**src/rtl/train_sequencer.sv**
```systemverilog
// train_sequencer: autonomous training/evaluation controller for one
// associate neuron. Stores a small labelled sample set, runs a programmable
// number of training epochs over it through the neuron's forward/backward
// valid/ready streams, then one evaluation pass that counts mismatches.
module train_sequencer #(
   parameter int unsigned ARG_DEPTH   = 2,
   parameter int unsigned ARG_WIDTH   = 8,
   parameter int unsigned RES_WIDTH   = 16,
   parameter int unsigned ERR_WIDTH   = 16,
   parameter int unsigned FBK_DEPTH   = 2,
   parameter int unsigned FBK_WIDTH   = 16,
   parameter int unsigned SAMPLES     = 4,
   parameter int unsigned EPOCH_WIDTH = 8,
   parameter logic [RES_WIDTH-1:0] ACT_HIGH = 'h00ff
) (
   input  logic                             clk,
   input  logic                             rst_n,
   // sample load port (IDLE only)
   input  logic                             wr_en,
   input  logic [$clog2(SAMPLES)-1:0]       wr_addr,
   input  logic [ARG_DEPTH*ARG_WIDTH-1:0]   wr_arg,
   input  logic [RES_WIDTH-1:0]             wr_tgt,
   // run control / status
   input  logic                             start,
   input  logic [EPOCH_WIDTH-1:0]           epochs,
   output logic                             busy,
   output logic                             done,
   output logic [$clog2(SAMPLES+1)-1:0]     miss,
   output logic                             en,
   // forward argument stream
   output logic                             arg_valid,
   input  logic                             arg_ready,
   output logic [ARG_DEPTH*ARG_WIDTH-1:0]   arg_data,
   // forward result stream
   input  logic                             res_valid,
   output logic                             res_ready,
   input  logic [RES_WIDTH-1:0]             res_data,
   // backward error stream
   output logic                             err_valid,
   input  logic                             err_ready,
   output logic [ERR_WIDTH-1:0]             err_data,
   // backward feedback stream (payload discarded)
   input  logic                             fbk_valid,
   output logic                             fbk_ready,
   input  logic [FBK_DEPTH*FBK_WIDTH-1:0]   fbk_data
);

   localparam int unsigned IDX_W  = $clog2(SAMPLES);
   localparam int unsigned MISS_W = $clog2(SAMPLES + 1);
   localparam int unsigned ARG_W  = ARG_DEPTH * ARG_WIDTH;

   typedef enum logic [2:0] {
      S_IDLE,
      S_FWD,
      S_RES,
      S_BWD,
      S_FBK,
      S_NEXT,
      S_DONE
   } state_e;

   state_e                  state_q, state_d;
   logic [IDX_W-1:0]        idx_q, idx_d;
   logic [EPOCH_WIDTH-1:0]  epoch_q, epoch_d;
   logic [EPOCH_WIDTH-1:0]  epochs_q, epochs_d;
   logic                    en_q, en_d;
   logic [MISS_W-1:0]       miss_q, miss_d;
   logic [ARG_W-1:0]        arg_data_q, arg_data_d;
   logic [ERR_WIDTH-1:0]    err_data_q, err_data_d;

   logic [ARG_W-1:0]        mem_arg_q [SAMPLES];
   logic [RES_WIDTH-1:0]    mem_tgt_q [SAMPLES];

   logic                    start_ok;
   logic                    wr_ok;
   logic                    res_xfer;
   logic                    last_sample;
   logic [IDX_W-1:0]        idx_inc;
   logic [EPOCH_WIDTH-1:0]  epoch_inc;
   logic [RES_WIDTH-1:0]    act;
   logic [RES_WIDTH-1:0]    diff;
   logic [ERR_WIDTH-1:0]    err_calc;

   // Feedback payload is consumed only to complete the handshake.
   logic unused_fbk;
   assign unused_fbk = ^fbk_data;

   assign start_ok    = (state_q == S_IDLE) && start;
   assign wr_ok       = (state_q == S_IDLE) && wr_en;
   assign res_xfer    = (state_q == S_RES) && res_valid;
   assign last_sample = (idx_q == IDX_W'(SAMPLES - 1));
   assign idx_inc     = idx_q + IDX_W'(1);
   // epoch_q never exceeds epochs_q-1 while training, so +1 cannot wrap.
   assign epoch_inc   = epoch_q + EPOCH_WIDTH'(1);

   // Threshold activation and error, evaluated against the current sample.
   always_comb begin
      act      = res_data[RES_WIDTH-1] ? '0 : ACT_HIGH;
      diff     = mem_tgt_q[idx_q] - act;
      err_calc = ERR_WIDTH'($signed(diff));
   end

   // Sample memory: written only while idle.
   // NOTE: storage arrays carry no reset; every entry is written before use.
   always_ff @(posedge clk) begin
      if (wr_ok) begin
         mem_arg_q[wr_addr] <= wr_arg;
         mem_tgt_q[wr_addr] <= wr_tgt;
      end
   end

   // FSM state register.
   // NOTE: sequential state uses non-blocking assignments so every flop samples pre-edge values.
   always_ff @(posedge clk or negedge rst_n) begin
      if (!rst_n) state_q <= S_IDLE;
      else        state_q <= state_d;
   end

   // FSM next-state logic.
   // NOTE: each always_comb assigns a default first so no path can infer a latch.
   always_comb begin
      state_d = state_q;
      unique case (state_q)
         S_IDLE: if (start)     state_d = S_FWD;
         S_FWD:  if (arg_ready) state_d = S_RES;
         S_RES:  if (res_valid) state_d = en_q ? S_BWD : S_NEXT;
         S_BWD:  if (err_ready) state_d = S_FBK;
         S_FBK:  if (fbk_valid) state_d = S_NEXT;
         S_NEXT: state_d = (last_sample && !en_q) ? S_DONE : S_FWD;
         S_DONE: state_d = S_IDLE;
         default: state_d = S_IDLE;
      endcase
   end

   // FSM outputs: handshakes and status decoded from the current state.
   always_comb begin
      busy      = (state_q != S_IDLE);
      done      = (state_q == S_DONE);
      arg_valid = (state_q == S_FWD);
      res_ready = (state_q == S_RES);
      err_valid = (state_q == S_BWD);
      fbk_ready = (state_q == S_FBK);
   end

   // Datapath next values: run setup, error capture, sample/epoch stepping.
   always_comb begin
      idx_d      = idx_q;
      epoch_d    = epoch_q;
      epochs_d   = epochs_q;
      en_d       = en_q;
      miss_d     = miss_q;
      arg_data_d = arg_data_q;
      err_data_d = err_data_q;

      if (start_ok) begin
         idx_d    = '0;
         epoch_d  = '0;
         epochs_d = epochs;
         miss_d   = '0;
         en_d     = (epochs != '0);
         // A write to entry 0 in the start cycle lands at the same edge,
         // so forward it to the first argument.
         arg_data_d = (wr_en && (wr_addr == '0)) ? wr_arg : mem_arg_q[0];
      end

      if (res_xfer) begin
         err_data_d = err_calc;
         if (!en_q && (err_calc != '0) && (miss_q != MISS_W'(SAMPLES)))
            miss_d = miss_q + MISS_W'(1);
      end

      if (state_q == S_NEXT) begin
         if (!last_sample) begin
            idx_d      = idx_inc;
            arg_data_d = mem_arg_q[idx_inc];
         end else if (en_q) begin
            idx_d      = '0;
            epoch_d    = epoch_inc;
            arg_data_d = mem_arg_q[0];
            if (epoch_inc == epochs_q) en_d = 1'b0;
         end
      end
   end

   // Datapath registers.
   always_ff @(posedge clk or negedge rst_n) begin
      if (!rst_n) begin
         idx_q      <= '0;
         epoch_q    <= '0;
         epochs_q   <= '0;
         en_q       <= 1'b0;
         miss_q     <= '0;
         arg_data_q <= '0;
         err_data_q <= '0;
      end else begin
         idx_q      <= idx_d;
         epoch_q    <= epoch_d;
         epochs_q   <= epochs_d;
         en_q       <= en_d;
         miss_q     <= miss_d;
         arg_data_q <= arg_data_d;
         err_data_q <= err_data_d;
      end
   end

   assign en       = en_q;
   assign miss     = miss_q;
   assign arg_data = arg_data_q;
   assign err_data = err_data_q;

endmodule

```
**config.mk**
```make
export PLATFORM = sky130hd
export DESIGN_NAME = train_sequencer
export DESIGN_NICKNAME = d
export VERILOG_FILES = /design/src/rtl/train_sequencer.sv
export SDC_FILE = /design/constraint.sdc
export NUM_CORES = 1
export LEC_CHECK = 0
export BUFFER_PORTS_ARGS = -buffer_cell sky130_fd_sc_hd__buf_4
export CAP_MARGIN = 20
export CELL_PAD_IN_SITES_DETAIL_PLACEMENT = 1
export CELL_PAD_IN_SITES_GLOBAL_PLACEMENT = 1
export CORE_MARGIN = 2
export CORE_UTILIZATION = 46
export DETAILED_ROUTE_END_ITERATION = 16
export PLACE_DENSITY = 0.83
export SLEW_MARGIN = 40
export SYNTH_ARGS = -nofsm -noshare
export SYNTH_HDL_FRONTEND = slang
export SYNTH_SLANG_ARGS = --single-unit
```
**constraint.sdc**
```tcl
create_clock -name clk -period 4.8 [get_ports clk]
set_input_delay 0.48 -clock clk [delete_from_list [all_inputs] [get_ports clk]]
set_output_delay 0.48 -clock clk [all_outputs]
set_load 0.05 [all_outputs]
```
==> summary.md <==
| Metric | Value |
|---|---|
| Run status | finished clean |
| Critical path buffer and inverter count | 1 |
| GP Congestion | 0.801 |
| Netlist cell types | 54 |
| H-tree levels | 4 |
| Area of the core | 0.0171 mm² |
| Global-route wire length before repair | ~30000 µm |
| Synth top area share | a little under 50% |
| DRC viols | 0 |
| FMAX | 246 MHz |
| Hold Crit Class | in2async |
| WL/cell | 21.7 µm |
| Ant. Diodes | 0 |
| Post-synth EDFFs | approximately 130 |
| Final core occ | 56.0% |
| Post-synthesis xor/xnor area fraction | under 10% |
| Total CTS buffers | 17 |
| Register area share after synthesis | 66.1% |
| RR Startpoint | idx_q[0] |
| Static Leak | 3.62 nW |
| Max cap viols | 0 |
| Slew at the pin closest to its max-slew limit | 0.792 ns |
| Die ar. | 0.0184 mm² |
| Largest net degree at the start of global routing | 58 |
| Final period util | 84.8% |
| Number of instances in the placed design | 829 |
| I/O Buffers | 92 |
| RSZ-0062 raised after global routing | false |
| Arr. time, crit path | 4.39 ns |
| Post-synthesis area per instance | around 15 µm² |
| Post-Syn Area | 0.00797 mm² |
| Ys flop type | edfxtp_1 |
| CTS sink count | 185 |
| Post-Synth Simple-Gate Area | 8.31% |
| Crit path launch type | flip-flop |
| Final Critical Period | a little over 4 ns |
| CTS tree | done |
| CTS Buffer Depth | 2 |
| Num ports | 140 |
| Worst r2r dst | miss[1] |
| Final wirelength | 18700 µm |
| Fin. max-slew vios | 0 |
| Post-synth top area cell | edfxtp_1 |
| Worst ir drop on vdd | 0.329 mV |
| Worst slew margin | 46.8% |
| Initial Utilization | a little under half |
| CP Cell Sequence | mux4_1 -> inv_1 -> ha_1 -> fa_1 -> nor2b_1 -> o31ai_1 -> a21boi_0 -> or4b_1 -> a2111oi_4 -> nor2_2 -> mux2_4 |
| Hold buffer count at CTS | 0 |
| Final net count | 734 |
| Final hold slack | around 0.012 ns |
| Critical path's top delay family | compound AO/OA/AOI/OAI gates |
| All-layer global routing usage | a little over a fifth |
| Non-filler cells in the finished layout | 861 |
| Vias/cell | 5.66 |
| Die Height | 136 µm |
| Most frequent cells in the layout | 128 x edfxtp_1, 98 x buf_4, 57 x nand2_1, 56 x dfrtp_1, 30 x mux4_2 |
| Worst-path clk slew | 0.07 ns |
| Critical path required time | 5.11 ns |
| Worst Clk Skew | 0.00919 ns |
| Total grt overflow | 0 |
| Main combinational cell family by area after synthesis | multiplexers |
| FF-to-FF path depth | 11 |
| Vias in the first global route | 5402 |
| Net count after synthesis | between 600 and 700 |
| Most common cell after layout, fill and taps aside | edfxtp_1 |
| Critical Path Fanout Max | 10 |
| Fin Setup TNS | 0 ns |
| DR iter-0 viols | between 300 and 400 |
| Synth-to-layout area growth | 20.2% |
| Internal reg-to-reg setup slack | 0.73 ns |
| Fraction of layout cells with a size suffix above 1 | between 30% and 40% |
| Post-DRT Antenna Nets | 0 |
| Number of synthesized register bits | 185 |
| Syn Inst Count | 523 |
| Vias | 4876 |
| Crit-path max cell delay | 0.65 ns |
| Area contributors post-synth | edfxtp_1 48%, dfrtp_1 18%, mux4_2 8.5%, nand2_1 2.7%, a222oi_1 2.0% |
| Post-synthesis compound-gate area fraction | 7.40% |
| Die width | 136 µm |
| PD cells | 614 mW/mm² |
| Post-synthesis mux area share | 11.9% |
| Hold Fails Final Rpt | 0 |
| Crit Path Category | reg2reg |
| Slowest-stage cell, CP | mux4_1 |
| Crit. End Element | flip-flop |
| Ys async rst share | 30.8% |
| Post-CTS Setup Inserts | 0 |
| Worst skew pair latency | 0.44 ns |
| DRT Pass-1 Iters | 5 |
| Initial antenna violation count | 0 |
| Yosys warns | 0 |
| Dpl hpwl | 13000 µm |
| Placement Rows | 48 |
| Cts repair resizes | 0 |
| Area share of fa/ha/maj cells after synthesis | ~2.1% |
| Root buffer cell | clkbuf_16 |
| Setup Viol. Count Final | 0 |
## synthesized netlist by cell type (2+ instances only)
cell,n
edfxtp_1,128
nand2_1,58
dfrtp_1,57
mux4_2,30
nor2_1,25
o21ai_0,23
clkbuf_1,17
a222oi_1,16
mux2_2,14
ha_1,12
inv_1,12
nor3_1,11
xor2_1,11
nand2b_1,10
xnor2_1,10
a21oi_1,9
nand3_1,9
a31oi_1,5
nor2b_1,5
o31ai_1,5
and3_1,4
a211o_1,3
a21o_1,3
mux4_1,3
nor4_1,3
a211oi_1,2
a21boi_0,2
and2_0,2
and2_1,2
buf_2,2
buf_6,2
mux2i_1,2
nor2_2,2
o2111ai_1,2
o21a_1,2
or3_1,2
## final cells by class
type / count / area (µm²)
Clock inverter: 14 / 146
Fill cell: 1651 / 7540
Tap cell: 225 / 282
Multi-Input combinational cell: 304 / 2590
Clock buffer: 18 / 429
Inverter: 12 / 45.0
Timing Repair Buffer: 103 / 820
Sequential cell: 185 / 5270
## registers in the layout, indices dropped and copies added, names as in the netlist
signal     count
idx_q          2
mem_tgt_q     64
mem_arg_q     64
epochs_q       8
miss           3
arg_data      16
en             1
state_q        3
err_data      16
epoch_q        8
## kinds of logic (layout without fill, tap and decap cells)
family,Yosys count,count (layout)
muxes,50,50
adders and majority gates,13,13
AOI/OAI and AO/OA,80,80
and+or+nand+nor,140,140
DFF,185,185
buffers and inverters,34,147
xor gates and xnor gates,21,21
## how the worst max path moves through the flow
stage	from	end	cells past startpoint
global route	idx_q[0]	miss[1]	11
detailed placement	idx_q[0]	miss[1]	11
global placement	idx_q[0]	miss[1]	11
CTS	idx_q[0]	miss[1]	11
finish	idx_q[0]	miss[1]	11
floorplan	idx_q[0]	miss[1]	12
## metal layers
metal | global-route usage [%] | vias up | part of all wire (%) | routed length, µm
met5 | 0 | - | 0 | 0
met4 | 7.12 | 0 | 1.6 | 293
met3 | 4.56 | 25 | 4.2 | 794
met2 | 38.0 | 118 | 53 | 9960
met1 | 27.1 | 2510 | 41 | 7660
li1 | - | 2223 | - | -
## stage by stage
| step | total power [W] | area, µm² | worst slack [ns] |
|---|---|---|---|
| 6_report | 0.00588 | 9580 | 0.729 |
| 5_1_grt | 0.00617 | 9580 | 0.500 |
| 4_1_cts | 0.00594 | 9570 | 0.710 |
| 3_5_place_dp | 0.00455 | 9000 | 0.725 |
| 3_3_place_gp | 0.00441 | 8930 | 0.906 |
| 2_1_floorplan | 0.00384 | 7970 | 0.976 |
## report_power, final
group          internal, W  total, W  switching (W)
Sequential         0.00198   0.00218       0.000205
Combinational     0.000898   0.00232        0.00142
Clock             0.000770   0.00138       0.000605
Total              0.00365   0.00588        0.00223
Note: power is estimated with default switching activity, not from simulation.
